File: config.mk
export PLATFORM = sky130hd
export DESIGN_NAME = mul16_seq_flat
export DESIGN_NICKNAME = d
export VERILOG_FILES = /design/src/rtl/mul16_seq_if.sv /design/src/rtl/mul16_seq.sv /design/src/flat_wrapper.sv
export SDC_FILE = /design/constraint.sdc
export NUM_CORES = 1
export LEC_CHECK = 0
export ABC_AREA = 1
export BUFFER_PORTS_ARGS = -buffer_cell sky130_fd_sc_hd__buf_2
export CAP_MARGIN = 15
export CORE_MARGIN = 3
export CORE_UTILIZATION = 50
export DETAILED_ROUTE_END_ITERATION = 6
export PLACE_DENSITY = 0.69
export SLEW_MARGIN = 20
export SYNTH_ARGS = -nofsm -noshare
export SYNTH_HDL_FRONTEND = slang
export SYNTH_SLANG_ARGS = --single-unit
File: constraint.sdc
create_clock -name clock -period 4.9 [get_ports clock]
set_clock_uncertainty 0.1 [all_clocks]
set_input_delay 0 -clock clock [delete_from_list [all_inputs] [get_ports clock]]
set_output_delay 0 -clock clock [all_outputs]
set_load 0.01 [all_outputs]
File: src/rtl/mul16_seq_if.sv
// mul16_seq_if: request/result bundle for the sequential 16x16 multiplier.
// The master drives start and the operands. The slave returns busy, done and product.
interface mul16_seq_if;
    logic        start;
    logic [15:0] a;
    logic [15:0] b;
    logic        busy;
    logic        done;
    logic [31:0] product;

    modport master (output start, a, b, input busy, done, product);
    modport slave  (input start, a, b, output busy, done, product);
endinterface

File: src/rtl/mul16_seq.sv
// mul16_seq: shift-and-add 16x16 multiplier that handles one multiplier bit per clock.
// A start sampled at edge N gives a one-cycle done pulse and a valid product after edge N+16.
// Optional feature: define MUL16_SEQ_SIGNED_EN for two's-complement operands.
// In that build the operands are reduced to magnitudes when they are latched.
// The sum is negated on the way into product when the operand signs differ.
module mul16_seq (
    input  logic         clock,
    input  logic         reset,
    mul16_seq_if.slave   bus
);
    typedef enum logic [1:0] {IDLE, RUN, DONE} state_t;

    state_t      state, state_nx;
    logic        load;
    logic [31:0] mcand;     // multiplicand, shifted left once per RUN clock
    logic [15:0] mplier;    // multiplier, shifted right once per RUN clock
    logic [31:0] acc;
    logic [4:0]  cnt;
    logic [31:0] sum;
    logic [15:0] mag_a, mag_b;
    logic        last;

`ifdef MUL16_SEQ_SIGNED_EN
    logic        neg;
    assign mag_a = bus.a[15] ? (~bus.a + 16'd1) : bus.a;
    assign mag_b = bus.b[15] ? (~bus.b + 16'd1) : bus.b;
`else
    assign mag_a = bus.a;
    assign mag_b = bus.b;
`endif

    // Partial-product add for the current LSB of the multiplier.
    assign sum  = acc + (mplier[0] ? mcand : 32'd0);
    assign last = (cnt == 5'd15);

    // State register.
    always_ff @(posedge clock or posedge reset) begin
        if (reset) state <= IDLE;
        else       state <= state_nx;
    end

    // Next-state logic, status outputs and the operand-load strobe.
    always_comb begin
        state_nx = state;
        load     = 1'b0;
        bus.busy = 1'b0;
        bus.done = 1'b0;
        case (state)
            IDLE: begin
                if (bus.start) begin
                    state_nx = RUN;
                    load     = 1'b1;
                end
            end
            RUN: begin
                bus.busy = 1'b1;
                if (last) state_nx = DONE;
            end
            DONE: begin
                bus.done = 1'b1;
                // A start here begins the next operation with no idle gap.
                if (bus.start) begin
                    state_nx = RUN;
                    load     = 1'b1;
                end else begin
                    state_nx = IDLE;
                end
            end
            default: state_nx = IDLE;
        endcase
    end

    // Datapath: latch the operands on load, and do one shift-and-add step per RUN clock.
    // Product is written only on the final RUN clock.
    always_ff @(posedge clock or posedge reset) begin
        if (reset) begin
            mcand       <= '0;
            mplier      <= '0;
            acc         <= '0;
            cnt         <= '0;
            bus.product <= '0;
`ifdef MUL16_SEQ_SIGNED_EN
            neg         <= 1'b0;
`endif
        end else if (load) begin
            mcand  <= {16'd0, mag_a};
            mplier <= mag_b;
            acc    <= '0;
            cnt    <= '0;
`ifdef MUL16_SEQ_SIGNED_EN
            neg    <= bus.a[15] ^ bus.b[15];
`endif
        end else if (state == RUN) begin
            acc    <= sum;
            mcand  <= mcand << 1;
            mplier <= mplier >> 1;
            cnt    <= cnt + 5'd1;
            if (last) begin
`ifdef MUL16_SEQ_SIGNED_EN
                bus.product <= neg ? (~sum + 32'd1) : sum;
`else
                bus.product <= sum;
`endif
            end
        end
    end
endmodule

File: src/flat_wrapper.sv
// flat-port wrapper written by rule: the top's interface ports become plain ports
module mul16_seq_flat 
  (clock, reset, bus_start, bus_a, bus_b, bus_busy, bus_done, bus_product);
  mul16_seq_if bus_i ();
  input  logic clock;
  input  logic reset;
  input wire logic [$bits(bus_i.start)-1:0] bus_start;
  input wire logic [$bits(bus_i.a)-1:0] bus_a;
  input wire logic [$bits(bus_i.b)-1:0] bus_b;
  output wire logic [$bits(bus_i.busy)-1:0] bus_busy;
  output wire logic [$bits(bus_i.done)-1:0] bus_done;
  output wire logic [$bits(bus_i.product)-1:0] bus_product;
  assign bus_i.start = bus_start;
  assign bus_i.a = bus_a;
  assign bus_i.b = bus_b;
  assign bus_busy = bus_i.busy;
  assign bus_done = bus_i.done;
  assign bus_product = bus_i.product;
  mul16_seq u_core (.clock(clock), .reset(reset), .bus(bus_i));
endmodule
==> out/results.txt <==
CP endpoint kind: flop
hold violation count in the final report: 0
Placer Congestion: 0.996
outcome: finished, final reports clean
Avg Cell Area, Syn: 7.05 µm²
port bufs: 68
crit path max fanout: 50
max-cap violation count: 0
min-delay src: bus_start
clk sink count: 119
n_diodes: 0
Worst slew margin: 33.3%
#FFs+latches synth: 119
Req. time, crit path: 5100 ps
Comb pwr share: 46.5%
WP data arrival: 3210 ps
Die Wd: 127 µm
Num CTS Buffers: 17
Worst R2R Setup Slack: 1890 ps
# rows: 43
H-tree depth: 4
Final Non-Filler Cells: 1319
DP HPWL: 12.8 mm
Post-DRT Antenna Nets: 0
net load switching power: 2.38 mW
clock network power share: 22.3%
detailed-route via count: 6549
Most used DFF post-synth: dfrtp_1
internal power: 3.11 mW
first-pass GRT wire length: 31.3 mm
Slew Limit Fails: 0
hold path depth: 3
leakage power: 4.98 nW
Vias/cell: 4.97
worst slew pin tran: 1000 ps
final setup vio count: 0
die height: 127 µm
area of the die: 16000 µm²
Initial DRC Count: 457
FF-to-FF End: u_core.mcand[0]
Yosys top cell by area: dfrtp_1
R2R depth: 7
routed len/inst: 14.0 µm
syn nets: 1102
synth top area cells: dfrtp_1 (41%), nand2_1 (22%), inv_1 (9.6%)
CTS Root Cell: clkbuf_16
share of Yosys cell area claimed by the top area cell type: 40.9%
Post-synth EDFFs: 0
Mapped Area: 7280 µm²
Final Cycle Share: 61.4%
initial antenna violation count: 0
Min-Delay Endpoint: u_core.state[0]
Placed Area: 7690 µm²
critical path class: reg -> reg
count of cell types in the netlist: 35
fraction of layout cells with a size suffix above 1: 11.0%
sw frac: 43.4%
clk_lat worst skew: 420 ps
first-pass iteration count of the detailed router: 5
placed insts: 1254
core area: 14000 µm²
post-route cell area: 8620 µm²
grt total ovfl: 0
Min Hold Slack: 119 ps
worst vdd ir: 376 µV
Ports: 69
minimum clock period: 3010 ps
CTS tree: built
crit path launch type: flop
share of power burned in registers: 31.2%
vias in the first global route: 6360
largest net degree at the start of global routing: 79
sequential area share after synthesis: 40.9%
PD cells: 638 nW/µm²
post_cts resized: 0
fmax: 333 MHz
RSZ-0062 raised after global routing: no
YS warnings: 0
setup_tns: 0 ps
final core occ: 61.4%
DRC errors left: 0
gate count after technology mapping: 1033
Final nets: 1196
Starting Density: 51.8%
worst min-delay path class: in -> reg
synthesis-to-finish area growth: 18.4%
final WL: 18.4 mm
reg2reg start: u_core.state[1]
Async S/R FF share, synth: 100%
clock-pin slew on the worst setup and hold paths: 60 ps
GRT Total Usage: 24.3%
Clock Path Buffers: 2
[layer usage]
| metal | part of all wire, % | routed length, µm | global-route usage, % |
|---|---|---|---|
| met2 | 44 | 8040 | 36.5 |
| met3 | 5.4 | 996 | 4.29 |
| met5 | 0 | 0 | 0 |
| met1 | 49 | 9080 | 35.9 |
| met4 | 1.7 | 314 | 7.70 |
[registers in the layout (all words and copies together) (netlist names)]
register,flops
u_core.acc,32
u_core.bus.product,32
u_core.cnt,5
u_core.mcand,32
u_core.mplier,16
u_core.state,2
[kinds of logic (layout without fill, tap and decap cells)]
group	count (synthesis)	count (layout)	share of synthesized area, %
flip-flops	119	119	40.9
XOR/XNOR	14	14	1.68
AND/OR/NAND/NOR	539	539	30.1
adder cells (fa/ha/maj)	34	34	5.95
buffers and inverters	222	328	12.4
AO/OA/AOI/OAI	105	105	9.02
[power groups by stage]
stage	registers [mW]	clock network [mW]	logic, mW
finish	1.71	1.23	2.56
floorplan	1.68	0	1.91
global route	1.77	1.29	2.93
detailed placement	1.72	0	2.51
CTS	1.71	1.25	2.55
global placement	1.72	0	2.47
[cell usage in the layout, fill, tap and decap left out, types with 4 or more instances in the layout]
| cell type | n |
|---|---|
| nand2_1 | 419 |
| inv_1 | 186 |
| dfrtp_1 | 119 |
| buf_2 | 68 |
| nand3_1 | 55 |
| nor2_1 | 37 |
| dlygate4sd3_1 | 34 |
| ha_1 | 33 |
| o21ai_0 | 24 |
| a21oi_1 | 23 |
| clkbuf_16 | 17 |
| o211ai_1 | 16 |
| o22ai_1 | 16 |
| o221ai_1 | 14 |
| xnor2_1 | 10 |
| nand2_2 | 9 |
| o21ai_1 | 6 |
| nand3b_1 | 5 |
| inv_2 | 4 |
| nand3_2 | 4 |
| xor2_1 | 4 |
| clkinvlp_4 | 4 |
| buf_4 | 4 |
[worst max path at each step]
stage                                 from         endpoint  slack [ps]  cells after the start
after floorplan                      reset    u_core.acc[0]        1640                      1
after global placement    u_core.mplier[0]   u_core.acc[13]        2100                     11
after detailed placement  u_core.mplier[0]   u_core.acc[10]        2080                     11
after CTS                  u_core.state[1]  u_core.mcand[0]        1940                      7
after global routing       u_core.state[1]  u_core.mcand[0]        1730                      7
final                      u_core.state[1]  u_core.mcand[0]        1890                      7
[synth_stat cells (all sizes together) (3+ instances only)]
cell type and count:
nand3 59, nor3 3, o21ai 30, inv 191, clkbuf 18, nand2 429, nor2 40, o211ai 16
dfrtp 119, buf 13, ha 33, o221ai 14, xnor2 10, nand3b 5, a21oi 23, o22ai 16
xor2 4
[metrics by stage]
step | total power [mW] | setup slack [ps]
final | 5.50 | 1890
after floorplan | 3.59 | 1640
after global placement | 4.18 | 2100
after global routing | 5.99 | 1730
after detailed placement | 4.23 | 2080
after CTS | 5.51 | 1940
[worst max-delay path, stage by stage, from the launching register on]
cell and delay [ps]:
dfrtp_1 410, nor2_4 110, buf_4 430, inv_2 100, nand2_4 320, inv_2 460, a32o_1 370, dlygate4sd3_1 560
[final cells by class]
type                    instances  area [µm²]
fillers                      1273        5420
multi-input cells             692        3400
flip-flops and latches        119        2980
inverters                     191         719
repair buffers                106         711
clock buffers                  20         457
well taps                     180         225
clock inverters                11         126
[repair_timing]
item / 4_1_cts / 5_1_grt
hold buffers: 34 / 0
endpoints found under the hold margin: 109 / 0
setup buffers: 0 / 0
No activity file was read; power rests on OpenSTA's default activity.
